[src/rtl/stopwatch_up.sv]
// Count-up minute/second stopwatch. Digits are held as BCD and shown in the same
// packed min_sec format as the countdown timer. The stopwatch has start/stop,
// clear and lap-freeze controls, and it saturates at MAX_MIN:59.
module stopwatch_up #(
    parameter int unsigned MAX_MIN = 59
) (
    input  logic        clk,
    input  logic        rst_n,
    input  logic        tick,
    input  logic        start_stop,
    input  logic        clear,
    input  logic        lap,
    output logic [15:0] min_sec,
    output logic        running,
    output logic        lap_active,
    output logic        full
);

    typedef enum logic [1:0] {
        IDLE  = 2'd0,
        RUN   = 2'd1,
        PAUSE = 2'd2,
        FULL  = 2'd3
    } state_t;

    typedef struct packed {
        logic [2:0] min_tens;
        logic [3:0] min_units;
        logic [2:0] sec_tens;
        logic [3:0] sec_units;
    } bcd_t;

    localparam logic [2:0] MAX_TENS  = 3'(MAX_MIN / 10);
    localparam logic [3:0] MAX_UNITS = 4'(MAX_MIN % 10);
    localparam bcd_t       TOP_COUNT = {MAX_TENS, MAX_UNITS, 3'd5, 4'd9};

    function automatic logic [15:0] to_display(input bcd_t d);
        return {1'b0, d.min_tens, d.min_units, 1'b0, d.sec_tens, d.sec_units};
    endfunction

    state_t state, nxt_state;
    bcd_t   count, nxt_count, inc_count;
    bcd_t   snap, nxt_snap;
    logic   nxt_lap;
    logic   hits_top;
    logic   counting;

    // Ripple a one-second increment through the four BCD digits.
    always_comb begin
        // NOTE: combinational blocks use blocking '=' and give every output a default
        // first, so no latch is inferred; registers below use non-blocking '<=' only.
        inc_count = count;
        if (count.sec_units != 4'd9) begin
            inc_count.sec_units = count.sec_units + 4'd1;
        end else begin
            inc_count.sec_units = 4'd0;
            if (count.sec_tens != 3'd5) begin
                inc_count.sec_tens = count.sec_tens + 3'd1;
            end else begin
                inc_count.sec_tens = 3'd0;
                if (count.min_units != 4'd9) begin
                    inc_count.min_units = count.min_units + 4'd1;
                end else begin
                    inc_count.min_units = 4'd0;
                    inc_count.min_tens  = count.min_tens + 3'd1;
                end
            end
        end
        hits_top = (inc_count == TOP_COUNT);
    end

    assign counting = (state == RUN) && tick;

    // Next-state logic. The priority is clear, then start_stop, then lap.
    always_comb begin
        nxt_state = state;
        nxt_count = count;
        nxt_snap  = snap;
        nxt_lap   = lap_active;

        if (clear) begin
            nxt_state = IDLE;
            nxt_count = '0;
            nxt_lap   = 1'b0;
        end else begin
            if (counting) begin
                nxt_count = inc_count;
            end

            if (start_stop) begin
                case (state)
                    IDLE:    nxt_state = RUN;
                    RUN:     nxt_state = PAUSE;
                    PAUSE:   nxt_state = RUN;
                    default: nxt_state = state;
                endcase
            end else if (lap) begin
                if (lap_active) begin
                    nxt_lap = 1'b0;
                end else if (state == RUN || state == PAUSE) begin
                    nxt_snap = count;
                    nxt_lap  = 1'b1;
                end
            end

            // Landing on the top count saturates even when a pause arrives with the tick.
            if (counting && hits_top) begin
                nxt_state = FULL;
            end
        end
    end

    always_ff @(posedge clk) begin
        if (!rst_n) begin
            state      <= IDLE;
            count      <= '0;
            snap       <= '0;
            lap_active <= 1'b0;
            min_sec    <= 16'h0000;
            running    <= 1'b0;
            full       <= 1'b0;
        end else begin
            state      <= nxt_state;
            count      <= nxt_count;
            snap       <= nxt_snap;
            lap_active <= nxt_lap;
            min_sec    <= to_display(nxt_lap ? nxt_snap : nxt_count);
            running    <= (nxt_state == RUN);
            full       <= (nxt_state == FULL);
        end
    end

    a_legal_bcd : assert property (@(posedge clk) disable iff (!rst_n)
        count.sec_units <= 4'd9 && count.sec_tens <= 3'd5 &&
        count.min_units <= 4'd9 && count.min_tens <= 3'd5);

    a_full_at_top : assert property (@(posedge clk) disable iff (!rst_n)
        (state == FULL) |-> (count == TOP_COUNT));

endmodule

[config.mk]
export PLATFORM = sky130hd
export DESIGN_NAME = stopwatch_up
export DESIGN_NICKNAME = d
export VERILOG_FILES = /design/src/rtl/stopwatch_up.sv
export SDC_FILE = /design/constraint.sdc
export NUM_CORES = 1
export LEC_CHECK = 0
export ABC_CLOCK_PERIOD_IN_PS = 3050
export CORE_AREA = 10 10 98 100
export CTS_BUF_LIST = sky130_fd_sc_hd__clkbuf_2 sky130_fd_sc_hd__clkbuf_4 sky130_fd_sc_hd__clkbuf_8
export DETAILED_ROUTE_END_ITERATION = 7
export DIE_AREA = 0 0 108 110
export PLACE_DENSITY = 0.53
export SYNTH_ARGS = -nofsm -noshare
export SYNTH_HDL_FRONTEND = slang
export SYNTH_SLANG_ARGS = --single-unit
export TNS_END_PERCENT = 5
[constraint.sdc]
create_clock -name clk -period 3.05 [get_ports clk]
set_clock_uncertainty 0.1 [all_clocks]
set_input_delay 0.61 -clock clk [delete_from_list [all_inputs] [get_ports clk]]
set_output_delay 0.61 -clock clk [all_outputs]
set_load 0.005 [all_outputs]
==> reports/results.md <==
| Parameter | This run | Unit |
| --- | --- | --- |
| Run status | finished clean | - |
| Average instance area after synthesis | 9.90 | sq um |
| Proportion of layout cells with a drive suffix above 1 | 10.1 | % |
| Ant diodes | 0 | - |
| Maximum resistive drop on vdd | 0.215 | mV |
| Finish-stage setup viols | 0 | - |
| Area Growth Syn to Fin | 23.6 | % |
| Final worst slack | 687 | ps |
| Vias | 1376 | - |
| Total Neg Setup Slack | 0 | ps |
| Overflow left after global routing | 0 | - |
| Filler-free cell count of the finished design | 319 | - |
| Post-place setup slack | 379 | ps |
| Remaining antenna violation count after routing | 0 | - |
| Total Wirelength | 4.01 | mm |
| #FFs+latches synth | 47 | - |
| Overall Global Routing Usage | 7.10 | % |
| Routability Congestion | 0.710 | - |
| Sinks on Clock Net | 47 | - |
| Yosys synthesis warning count | 0 | - |
| Post-synthesis cell area | 1880 | sq um |
| Worst min path class | reg2reg | - |
| Hold Vio Cnt, Final | 0 | - |
| Multiplexer share of the synthesized area | 10.3 | % |
| Worst max-slew margin expressed relative to the limit | 60.5 | % |
| Vertical die dimension | 110 | microns |
| Xor/xnor share of the synthesized area | 3.26 | % |
| Actual transition at the worst max-transition pin | 592 | ps |
| Total Nets Final | 225 | - |
| Post-CTS Setup Bufs | 0 | - |
| Adder-cell area share of the yosys netlist | 1.99 | % |
| Endpoint arrival time on the critical path | 2450 | ps |
| Leakage power | 0.900 | nW |
| Floorplan die area | 11900 | sq um |
| Clock buffer count from CTS | 5 | - |
| Post-synthesis sequential area ratio | 50.0 | % |
| Cts repair resizes | 0 | - |
| Number of distinct library cells after synthesis | 42 | - |
| Die width | 108 | microns |
| Number of hold-repair buffers added at the cts stage | 0 | - |
| Maximum clock rate | 0.423 | GHz |
| Clock buffer depth | 2 | - |
| Std cell rows | 32 | - |
| Drt via density | 4.31 | - |
| Pin count of the biggest net entering global routing | 16 | - |
| Post-synthesis compound-gate area fraction | 10.8 | % |
| Top cells by area in the synthesized netlist | sky130_fd_sc_hd__dfxtp_1 50%, sky130_fd_sc_hd__mux2i_1 8.5%, sky130_fd_sc_hd__nor2_1 7.0% | - |
| Vias in the first global route | 1392 | - |
| TritonCTS clock tree | done | - |
| Fill cell count | 799 | - |
| Initial Utilization | 24.6 | % |
| Wire length per cell | 12.6 | microns |
| Top-area cell type share of the netlist area | 50.0 | % |
| Maximum fanout along the worst path | 15 | - |
| Share of synthesized cell area in and, or, nand and nor gates | 18.5 | % |
| H-tree levels | 2 | - |
| Post-route DRC violation count | 0 | - |
| Core ar. | 7650 | sq um |
| Clk Latency, worst-skew pair | 290 | ps |
| Cell Count Post-Placement | 311 | - |
| Most used cells in the layout excluding fill and tap cells | 47 x sky130_fd_sc_hd__dfxtp_1, 35 x sky130_fd_sc_hd__nor2_1, 22 x sky130_fd_sc_hd__clkdlybuf4s50_1 | - |
| HPWL after detailed placement | 2.92 | mm |
| Clock period minus worst slack | 2360 | ps |
| Largest family of logic cells by synthesized area | simple AND/OR/NAND/NOR gates | - |
| Power density of the placed cells | 486 | nW/um^2 |
| Max Transition Viols Final | 0 | - |
| Share of the clock period used by the worst path after layout | 77.5 | % |
| Startpoint kind of the worst setup timing path | primary input | - |
| Endpoint required time on the critical path | 3130 | ps |
| Number of buffer cells added on primary ports | 22 | - |
| Root Buffer Master | sky130_fd_sc_hd__clkbuf_8 | - |
| Clock transition at the registers of the reported paths | 80 | ps |
| Max-cap viol count | 0 | - |
| Number of DRC markers after the initial detailed-route iteration | 48 | - |
| Crit Path Class | in2reg | - |
| RSZ-0062 raised after global routing | false | - |
| Post-Syn Instances | 190 | - |
| Dominant cell type by area after synthesis | sky130_fd_sc_hd__dfxtp_1 | - |
| Wire length of the first global-routing pass | 6.67 | mm |
| Initial antenna violation count | 0 | - |
| Most common library cell in the layout ignoring fill and taps | sky130_fd_sc_hd__dfxtp_1 | - |
| Kind of capture point of the worst setup path | flop | - |
| Share of synthesized registers carrying an async set or reset | 0 | % |
| Number of synthesized flops with an enable pin | 0 | - |
| Count of pins on the block boundary | 25 | - |
| Dominant register cell in the synthesized netlist | sky130_fd_sc_hd__dfxtp_1 | - |
| First-pass DRT Iterations | 4 | - |
-- stage by stage --
| step | hold slack (ps) | instance area [sq um] | util [%] | total power (W) |
|---|---|---|---|---|
| detailed placement | 376 | 2210 | 28.9 | 0.000680 |
| CTS | 395 | 2330 | 30.4 | 0.00115 |
| global placement | 365 | 2210 | 28.9 | 0.000680 |
| global route | 412 | 2330 | 30.4 | 0.00118 |
| floorplan | 353 | 1890 | - | 0.000659 |
| finish | 386 | 2330 | 30.4 | 0.00113 |
-- report_power, final --
group / internal [W] / leakage (nW) / switching [W]
Clock: 0.000265 / 0.0612 / 0.000199
Combinational: 0.0000208 / 0.460 / 0.0000254
Sequential: 0.000616 / 0.379 / 0.00000236
Total: 0.000902 / 0.900 / 0.000227
-- worst max-delay path: stages --
cell                              delay [ps]
sky130_fd_sc_hd__clkdlybuf4s50_1         500
sky130_fd_sc_hd__nand2b_1                200
sky130_fd_sc_hd__or4_1                   390
sky130_fd_sc_hd__buf_4                   250
sky130_fd_sc_hd__mux2i_1                 170
sky130_fd_sc_hd__nor2_1                   70
sky130_fd_sc_hd__mux2_2                  260
-- per-layer routing --
metal / share of wire [%] / vias up / global-route usage, %
met5: 0 / - / 0
met4: 0.80 / 0 / 2.86
met3: 6.5 / 4 / 2.73
met2: 44 / 22 / 10.9
met1: 48 / 645 / 8.80
li1: - / 705 / -
-- synthesized netlist by cell type, types with 2 or more instances --
library cell and count:
sky130_fd_sc_hd__and2_1 2, sky130_fd_sc_hd__nor4b_1 2, sky130_fd_sc_hd__inv_1 6, sky130_fd_sc_hd__ha_1 3
sky130_fd_sc_hd__a221oi_1 5, sky130_fd_sc_hd__nor2_1 35, sky130_fd_sc_hd__a21oi_1 11, sky130_fd_sc_hd__a2bb2oi_1 2
sky130_fd_sc_hd__o21ai_0 2, sky130_fd_sc_hd__o2bb2ai_1 2, sky130_fd_sc_hd__xor2_1 3, sky130_fd_sc_hd__dfxtp_1 47
sky130_fd_sc_hd__nand3_1 3, sky130_fd_sc_hd__nand4_1 4, sky130_fd_sc_hd__nand2_1 7, sky130_fd_sc_hd__nor3b_1 4
sky130_fd_sc_hd__nand2b_1 2, sky130_fd_sc_hd__nor3_1 2, sky130_fd_sc_hd__clkbuf_1 4, sky130_fd_sc_hd__mux2_2 3
sky130_fd_sc_hd__buf_4 2, sky130_fd_sc_hd__xnor2_1 4, sky130_fd_sc_hd__mux2i_1 16
-- cell families after synthesis --
logic type / count (synthesis)
other cells: 1
fa+ha+maj: 3
buf+inv: 16
simple gates: 68
mux: 19
compound gates: 29
xor+xnor: 7
flops: 47
-- flip-flops by register name, indices dropped and copies added (netlist names) --
signal	count
min_sec	14
state	2
running	1
lap_active	1
snap	14
full	1
count	14
-- path summary, 6_finish.rpt --
| path | startpoint | endpoint | slack, ps | depth (start not counted) |
|---|---|---|---|---|
| worst min register to register | snap[1] | snap[1] | 390 | 2 |
| worst max register to register | state[0] | min_sec[2] | 910 | 6 |
| worst min-delay path | snap[1] | snap[1] | 390 | 2 |
| worst max-delay path | start_stop | min_sec[2] | 690 | 7 |
-- cell type report --
type | instances | area (sq um) | area share, %
multi-input cells | 128 | 852 | 36.6
clock buffers | 6 | 82.6 | 3.55
well taps | 102 | 128 | 5.49
flip-flops and latches | 47 | 941 | 40.5
inverters | 6 | 22.5 | 0.968
clock inverters | 2 | 35.0 | 1.51
repair buffers | 28 | 265 | 11.4
No activity file was read; power rests on OpenSTA's default activity.
